$ cat src/rtl/counter_multimode.sv
// Multi-mode up/down counter (binary, gray, ring, johnson, BCD) with programmable limit,
// wrap/saturate, registered terminal count and illegal-code flag. Optional macro: COUNTER_SELF_CORRECT_EN.
module counter_multimode #(
    parameter int COUNT_WIDTH = 8
) (
    input  logic                   clk,
    input  logic                   reset,
    input  logic                   count_dir,
    input  logic                   count_enable_,
    input  logic [2:0]             count_type,
    input  logic                   load_,
    input  logic [COUNT_WIDTH-1:0] load_val,
    input  logic [COUNT_WIDTH-1:0] limit,
    input  logic                   wrap_mode,
    output logic [COUNT_WIDTH-1:0] count,
    output logic                   tc,
    output logic                   illegal,
    output logic [2:0]             mode
);
    localparam int W    = COUNT_WIDTH;
    localparam int NDIG = COUNT_WIDTH / 4;

    localparam logic [2:0] MODE_BIN     = 3'd0;
    localparam logic [2:0] MODE_GRAY    = 3'd1;
    localparam logic [2:0] MODE_RING    = 3'd2;
    localparam logic [2:0] MODE_JOHNSON = 3'd3;
    localparam logic [2:0] MODE_BCD     = 3'd4;

    localparam logic [W-1:0] ZERO     = '0;
    localparam logic [W-1:0] ALL_ONES = '1;
    localparam logic [W-1:0] ONE      = {{(W-1){1'b0}}, 1'b1};
    localparam logic [W-1:0] MSB_HOT  = {1'b1, {(W-1){1'b0}}};

    function automatic logic [W-1:0] gray2bin(input logic [W-1:0] g);
        logic [W-1:0] b;
        b[W-1] = g[W-1];
        for (int i = W - 2; i >= 0; i--) begin
            b[i] = b[i+1] ^ g[i];
        end
        return b;
    endfunction

    function automatic logic [W-1:0] bin2gray(input logic [W-1:0] b);
        return b ^ (b >> 1);
    endfunction

    // Digits above 9 are read as 9 when counting up.
    function automatic logic [W-1:0] bcd_clamp(input logic [W-1:0] v);
        logic [W-1:0] r;
        r = v;
        for (int d = 0; d < NDIG; d++) begin
            if (v[4*d +: 4] > 4'd9) r[4*d +: 4] = 4'd9;
        end
        return r;
    endfunction

    function automatic logic [W-1:0] bcd_inc(input logic [W-1:0] v);
        logic [W-1:0] r;
        logic         carry;
        r     = v;
        carry = 1'b1;
        for (int d = 0; d < NDIG; d++) begin
            if (carry) begin
                if (v[4*d +: 4] >= 4'd9) begin
                    r[4*d +: 4] = 4'd0;
                end else begin
                    r[4*d +: 4] = v[4*d +: 4] + 4'd1;
                    carry       = 1'b0;
                end
            end
        end
        return r;
    endfunction

    function automatic logic [W-1:0] bcd_dec(input logic [W-1:0] v);
        logic [W-1:0] r;
        logic         borrow;
        r      = v;
        borrow = 1'b1;
        for (int d = 0; d < NDIG; d++) begin
            if (borrow) begin
                if (v[4*d +: 4] == 4'd0) begin
                    r[4*d +: 4] = 4'd9;
                end else begin
                    r[4*d +: 4] = v[4*d +: 4] - 4'd1;
                    borrow      = 1'b0;
                end
            end
        end
        return r;
    endfunction

    function automatic logic bcd_bad(input logic [W-1:0] v);
        logic bad;
        bad = 1'b0;
        for (int d = 0; d < NDIG; d++) begin
            if (v[4*d +: 4] > 4'd9) bad = 1'b1;
        end
        return bad;
    endfunction

    function automatic logic is_onehot(input logic [W-1:0] v);
        return (v != ZERO) && ((v & (v - ONE)) == ZERO);
    endfunction

    // Legal johnson codes are a run of ones at either end: 0..01..1 or 1..10..0.
    function automatic logic is_johnson(input logic [W-1:0] v);
        return ((v & (v + ONE)) == ZERO) || ((~v & (~v + ONE)) == ZERO);
    endfunction

    logic [W-1:0] r_count;
    logic [W-1:0] r_limit;
    logic [2:0]   r_mode;
    logic         r_wrap;
    logic         r_tc;

    logic [W-1:0] w_bin;
    logic [W-1:0] w_step;
    logic [W-1:0] w_wrap_val;
    logic [W-1:0] w_next;
    logic         w_at_end;
    logic         w_rotating;
    logic         w_illegal;
    logic         w_tc_next;

    assign w_bin = gray2bin(r_count);

    always_comb begin
        w_at_end   = 1'b0;
        w_step     = r_count;
        w_wrap_val = ZERO;
        w_rotating = 1'b0;
        w_illegal  = 1'b0;
        case (r_mode)
            MODE_GRAY: begin
                w_at_end   = count_dir ? (w_bin == ALL_ONES) : (w_bin == ZERO);
                w_step     = bin2gray(count_dir ? (w_bin + ONE) : (w_bin - ONE));
                w_wrap_val = count_dir ? ZERO : bin2gray(ALL_ONES);
            end
            MODE_RING: begin
                w_rotating = 1'b1;
                w_illegal  = !is_onehot(r_count);
                if (count_dir) begin
                    w_at_end = (r_count == ONE);
                    w_step   = {r_count[0], r_count[W-1:1]};
                end else begin
                    w_at_end = (r_count == MSB_HOT);
                    w_step   = {r_count[W-2:0], r_count[W-1]};
                end
            end
            MODE_JOHNSON: begin
                w_rotating = 1'b1;
                w_illegal  = !is_johnson(r_count);
                if (count_dir) begin
                    w_at_end = (r_count == ONE);
                    w_step   = {~r_count[0], r_count[W-1:1]};
                end else begin
                    w_at_end = (r_count == MSB_HOT);
                    w_step   = {r_count[W-2:0], ~r_count[W-1]};
                end
            end
            MODE_BCD: begin
                w_illegal  = bcd_bad(r_count);
                w_at_end   = count_dir ? (bcd_clamp(r_count) >= r_limit) : (r_count == ZERO);
                w_step     = count_dir ? bcd_inc(bcd_clamp(r_count)) : bcd_dec(r_count);
                w_wrap_val = count_dir ? ZERO : r_limit;
            end
            default: begin
                // Binary and the reserved codes; a count above the limit counts as the up endpoint.
                w_at_end   = count_dir ? (r_count >= r_limit) : (r_count == ZERO);
                w_step     = count_dir ? (r_count + ONE) : (r_count - ONE);
                w_wrap_val = count_dir ? ZERO : r_limit;
            end
        endcase
    end

    always_comb begin
        w_next    = r_count;
        w_tc_next = 1'b0;
`ifdef COUNTER_SELF_CORRECT_EN
        if (w_illegal) begin
            w_next = (r_mode == MODE_RING) ? ONE : ZERO;
        end else
`endif
        if (w_rotating) begin
            w_next    = w_step;
            w_tc_next = w_at_end;
        end else if (w_at_end) begin
            w_next    = r_wrap ? r_count : w_wrap_val;
            w_tc_next = 1'b1;
        end else begin
            w_next = w_step;
        end
    end

    always_ff @(posedge clk) begin
        if (reset) begin
            r_count <= ZERO;
            r_mode  <= MODE_BIN;
            r_limit <= ALL_ONES;
            r_wrap  <= 1'b0;
            r_tc    <= 1'b0;
        end else if (!load_) begin
            r_count <= load_val;
            r_mode  <= count_type;
            r_limit <= limit;
            r_wrap  <= wrap_mode;
            r_tc    <= 1'b0;
        end else if (!count_enable_) begin
            r_count <= w_next;
            r_tc    <= w_tc_next;
        end else begin
            r_tc    <= 1'b0;
        end
    end

    assign count   = r_count;
    assign tc      = r_tc;
    assign mode    = r_mode;
    assign illegal = w_illegal;

endmodule

$ cat config.mk
export PLATFORM = sky130hd
export DESIGN_NAME = counter_multimode
export DESIGN_NICKNAME = d
export VERILOG_FILES = /design/src/rtl/counter_multimode.sv
export SDC_FILE = /design/constraint.sdc
export NUM_CORES = 1
export LEC_CHECK = 0
export CAP_MARGIN = 20
export CORE_ASPECT_RATIO = 1.1
export CORE_MARGIN = 8
export CORE_UTILIZATION = 40
export DETAILED_ROUTE_END_ITERATION = 8
export SLEW_MARGIN = 15
export SYNTH_ARGS = -nofsm -noshare
export SYNTH_HDL_FRONTEND = slang
export SYNTH_SLANG_ARGS = --single-unit
$ cat constraint.sdc
create_clock -name clk -period 11.3 [get_ports clk]
set_input_delay 2.825 -clock clk [delete_from_list [all_inputs] [get_ports clk]]
set_output_delay 2.825 -clock clk [all_outputs]
set_load 0.03 [all_outputs]
==> metrics.txt <==
vias in the first global route=3201; crit path cell chain=clkinv_1, nor3_1, nand3_1, or3_1, ha_1, nor4_1, a22o_1, nand2_1, a21o_1, clkdlybuf4s50_1; count leader, synth=ha_1; Reg2Reg Depth=16; first-pass GRT wire length=16400 microns; layout cells sized above 1=0.0667; Final WS setup=4.98 ns; Final min period=6.32 ns; Post-CTS Setup Bufs=0; initial antenna violation count=0; CP Capture Type=output pin; Multi-input gate area=0.00266 sq mm; # DRC=0; TritonCTS Buffers=3; top cell type's share of synthesized area=0.223; Hold Crit Class=reg -> reg; area added between synthesis and finish=14.5%; maximum vdd drop=0.0662 mV; synthesized cell area=0.00332 sq mm; DR vias=3149; reg-to-reg slack, setup=6.23 ns; critical path endpoint=illegal; post-route setup TNS=0 ns; prevailing post-synth register cell=dfxtp_1; pwr/cell area=135 mW/mm^2; Post-DRT Antenna Nets=0; Yosys reg bits=21; Starting Density=0.403; status=finished clean; worst setup path startpoint=count[4]$_SDFFE_PP0P_; Hold Violations, Final=0; top post-synthesis cells by area=ha_1, dfxtp_1, mux2i_1, nand2_1, inv_1; Vias/cell=5.77; gp weighted congestion=0.876; unrepaired setup endpoints after global routing=false; CORE AREA=0.00823 sq mm; First-pass DRT Iterations=5; max-cap check violation count=0; Async S/R FF share, synth=0; DP Worst Slack=5.17 ns; Critical Path RT=8.48 ns; CTS tree=yes; Mean Syn Cell Area=8.11 sq um; type of origin of the critical path=flop; gr ovfl total=0; Slowest cell on crit path=dfxtp_1; max_slew headroom=0.473; Skew-Pair Late Insertion Delay=0.27 ns; WL/cell=18.0 microns; R2R Path End=count[3]$_SDFFE_PP0P_; Syn Inst Count=409; H-tree depth=1; PostCTS Resize Cnt=0; Reg area=420 sq um; sequential area share after synthesis=0.127; GRT Resource Usage Total=0.178; antenna diode instance count=0; Ports=38; chip width=103 microns; IO buf count=37; Least-Margin Pin Slew=0.787 ns; wire length on met2=4600 microns; Final #Nets=520; Die H=111 microns; most frequent cells after synthesis=ha_1, nand2_1, inv_1; FF-to-FF Start=count[6]$_SDFFE_PP0P_; Final Max Slew Viols=0; Leak=0.00170 uW; largest net degree at the start of global routing=41; Final period util=0.559; Syn Nets=493; Starting DRT DRC Count=229; Detail Route met3 WL=406 microns; synth warn=0; CP Class=reg -> out; slowest stage delay, CP=0.72 ns; wl on met1=4560 microns; Final setup violation count=0; largest area contributor in the netlist=ha_1; row count=35; worst path arrival time=3.49 ns; placed wire-length estimate=7790 microns; clock sink total=21; WL final=9850 microns; root buffer cell=clkbuf_8; clock buffer depth=2; Max Clock Freq=0.158 GHz; Die ar.=0.0115 sq mm; CP Max Fanout=15; clock transition at the registers of the reported paths=0.08 ns; Fin Clk Skew=0.00182 ns; # hold bufs at CTS=0; Unique masters post-synth=74; top routing layer in use=met4; Post-synth EDFFs=0; FILL cells=876
sequential cells by signal (all words and copies together), names as in the netlist:
name	flops
count	8
r_limit	8
mode	3
r_wrap	1
tc	1
cells in the final DEF (no fill, tap or decap), drive strengths merged, types with 6 or more instances in the layout:
| master | Yosys | routed |
|---|---|---|
| nand2 | 31 | 31 |
| o21ai | 14 | 14 |
| a211oi | 7 | 7 |
| dfxtp | 21 | 21 |
| or3 | 6 | 6 |
| a31oi | 7 | 7 |
| a21oi | 19 | 19 |
| mux2i | 26 | 26 |
| nor3 | 12 | 12 |
| nor2 | 29 | 29 |
| xor2 | 11 | 11 |
| xnor2 | 10 | 10 |
| inv | 31 | 31 |
| and2 | 11 | 11 |
| nand3 | 13 | 13 |
| ha | 59 | 59 |
| nor4 | 6 | 6 |
| clkdlybuf4s50 | 0 | 37 |
power by group:
part	switching [uW]	leakage, uW	internal (uW)
Clock	26.5	0.0000228	25.2
Combinational	209	0.00151	157
Sequential	16.4	0.000174	80.0
Total	252	0.00170	262
layout make-up:
type | count | share of cell area
well taps | 111 | 0.0366
repair buffers | 42 | 0.107
flip-flops and latches | 21 | 0.111
inverters | 33 | 0.0326
clock buffers | 4 | 0.0119
multi-input cells | 335 | 0.701
per-layer routing:
metal / GRT usage / up-vias
li1: - / 1542
met1: 0.231 / 1470
met2: 0.290 / 112
met3: 0.0181 / 25
met4: 0.0676 / 0
met5: 0 / -
worst min path at each step:
| stage | from | to | slack (ns) | cells past startpoint |
|---|---|---|---|---|
| floorplan | r_limit[6]$_SDFFE_PP1N_ | r_limit[6]$_SDFFE_PP1N_ | 0.46 | 2 |
| global route | count[3]$_SDFFE_PP0P_ | count[3]$_SDFFE_PP0P_ | 0.54 | 1 |
| CTS | count[3]$_SDFFE_PP0P_ | count[3]$_SDFFE_PP0P_ | 0.50 | 1 |
| global placement | count[3]$_SDFFE_PP0P_ | count[3]$_SDFFE_PP0P_ | 0.47 | 1 |
| detailed placement | count[3]$_SDFFE_PP0P_ | count[3]$_SDFFE_PP0P_ | 0.48 | 1 |
| finish | count[3]$_SDFFE_PP0P_ | count[3]$_SDFFE_PP0P_ | 0.51 | 1 |
kinds of logic (layout without fill, tap and decap cells):
family,after synthesis,in the layout,synth area share
and+or+nand+nor,131,131,0.213
xor gates and xnor gates,22,22,0.0725
buffers and inverters,53,79,0.0706
AOI/OAI and AO/OA,96,96,0.213
DFF,21,21,0.127
adders and majority gates,59,59,0.223
muxes,27,27,0.0819
stage by stage:
step,hold slack [ns],area [sq um],utilization,cells,total power (uW)
floorplan,0.459,3320,-,409,370
global placement,0.470,3750,0.456,542,458
detailed placement,0.481,3750,0.456,542,460
CTS,0.499,3800,0.461,546,513
global route,0.536,3800,0.461,546,560
finish,0.506,3800,0.461,546,514
worst max-delay path, delay by kind of cell (launching register included):
kind / cells / cell delay, ns
fa+ha+maj: 1 / 0.18
buf+inv: 2 / 1.01
simple gates: 5 / 0.98
compound gates: 2 / 0.33
flops: 1 / 0.72
No activity file was read; power rests on OpenSTA's default activity.
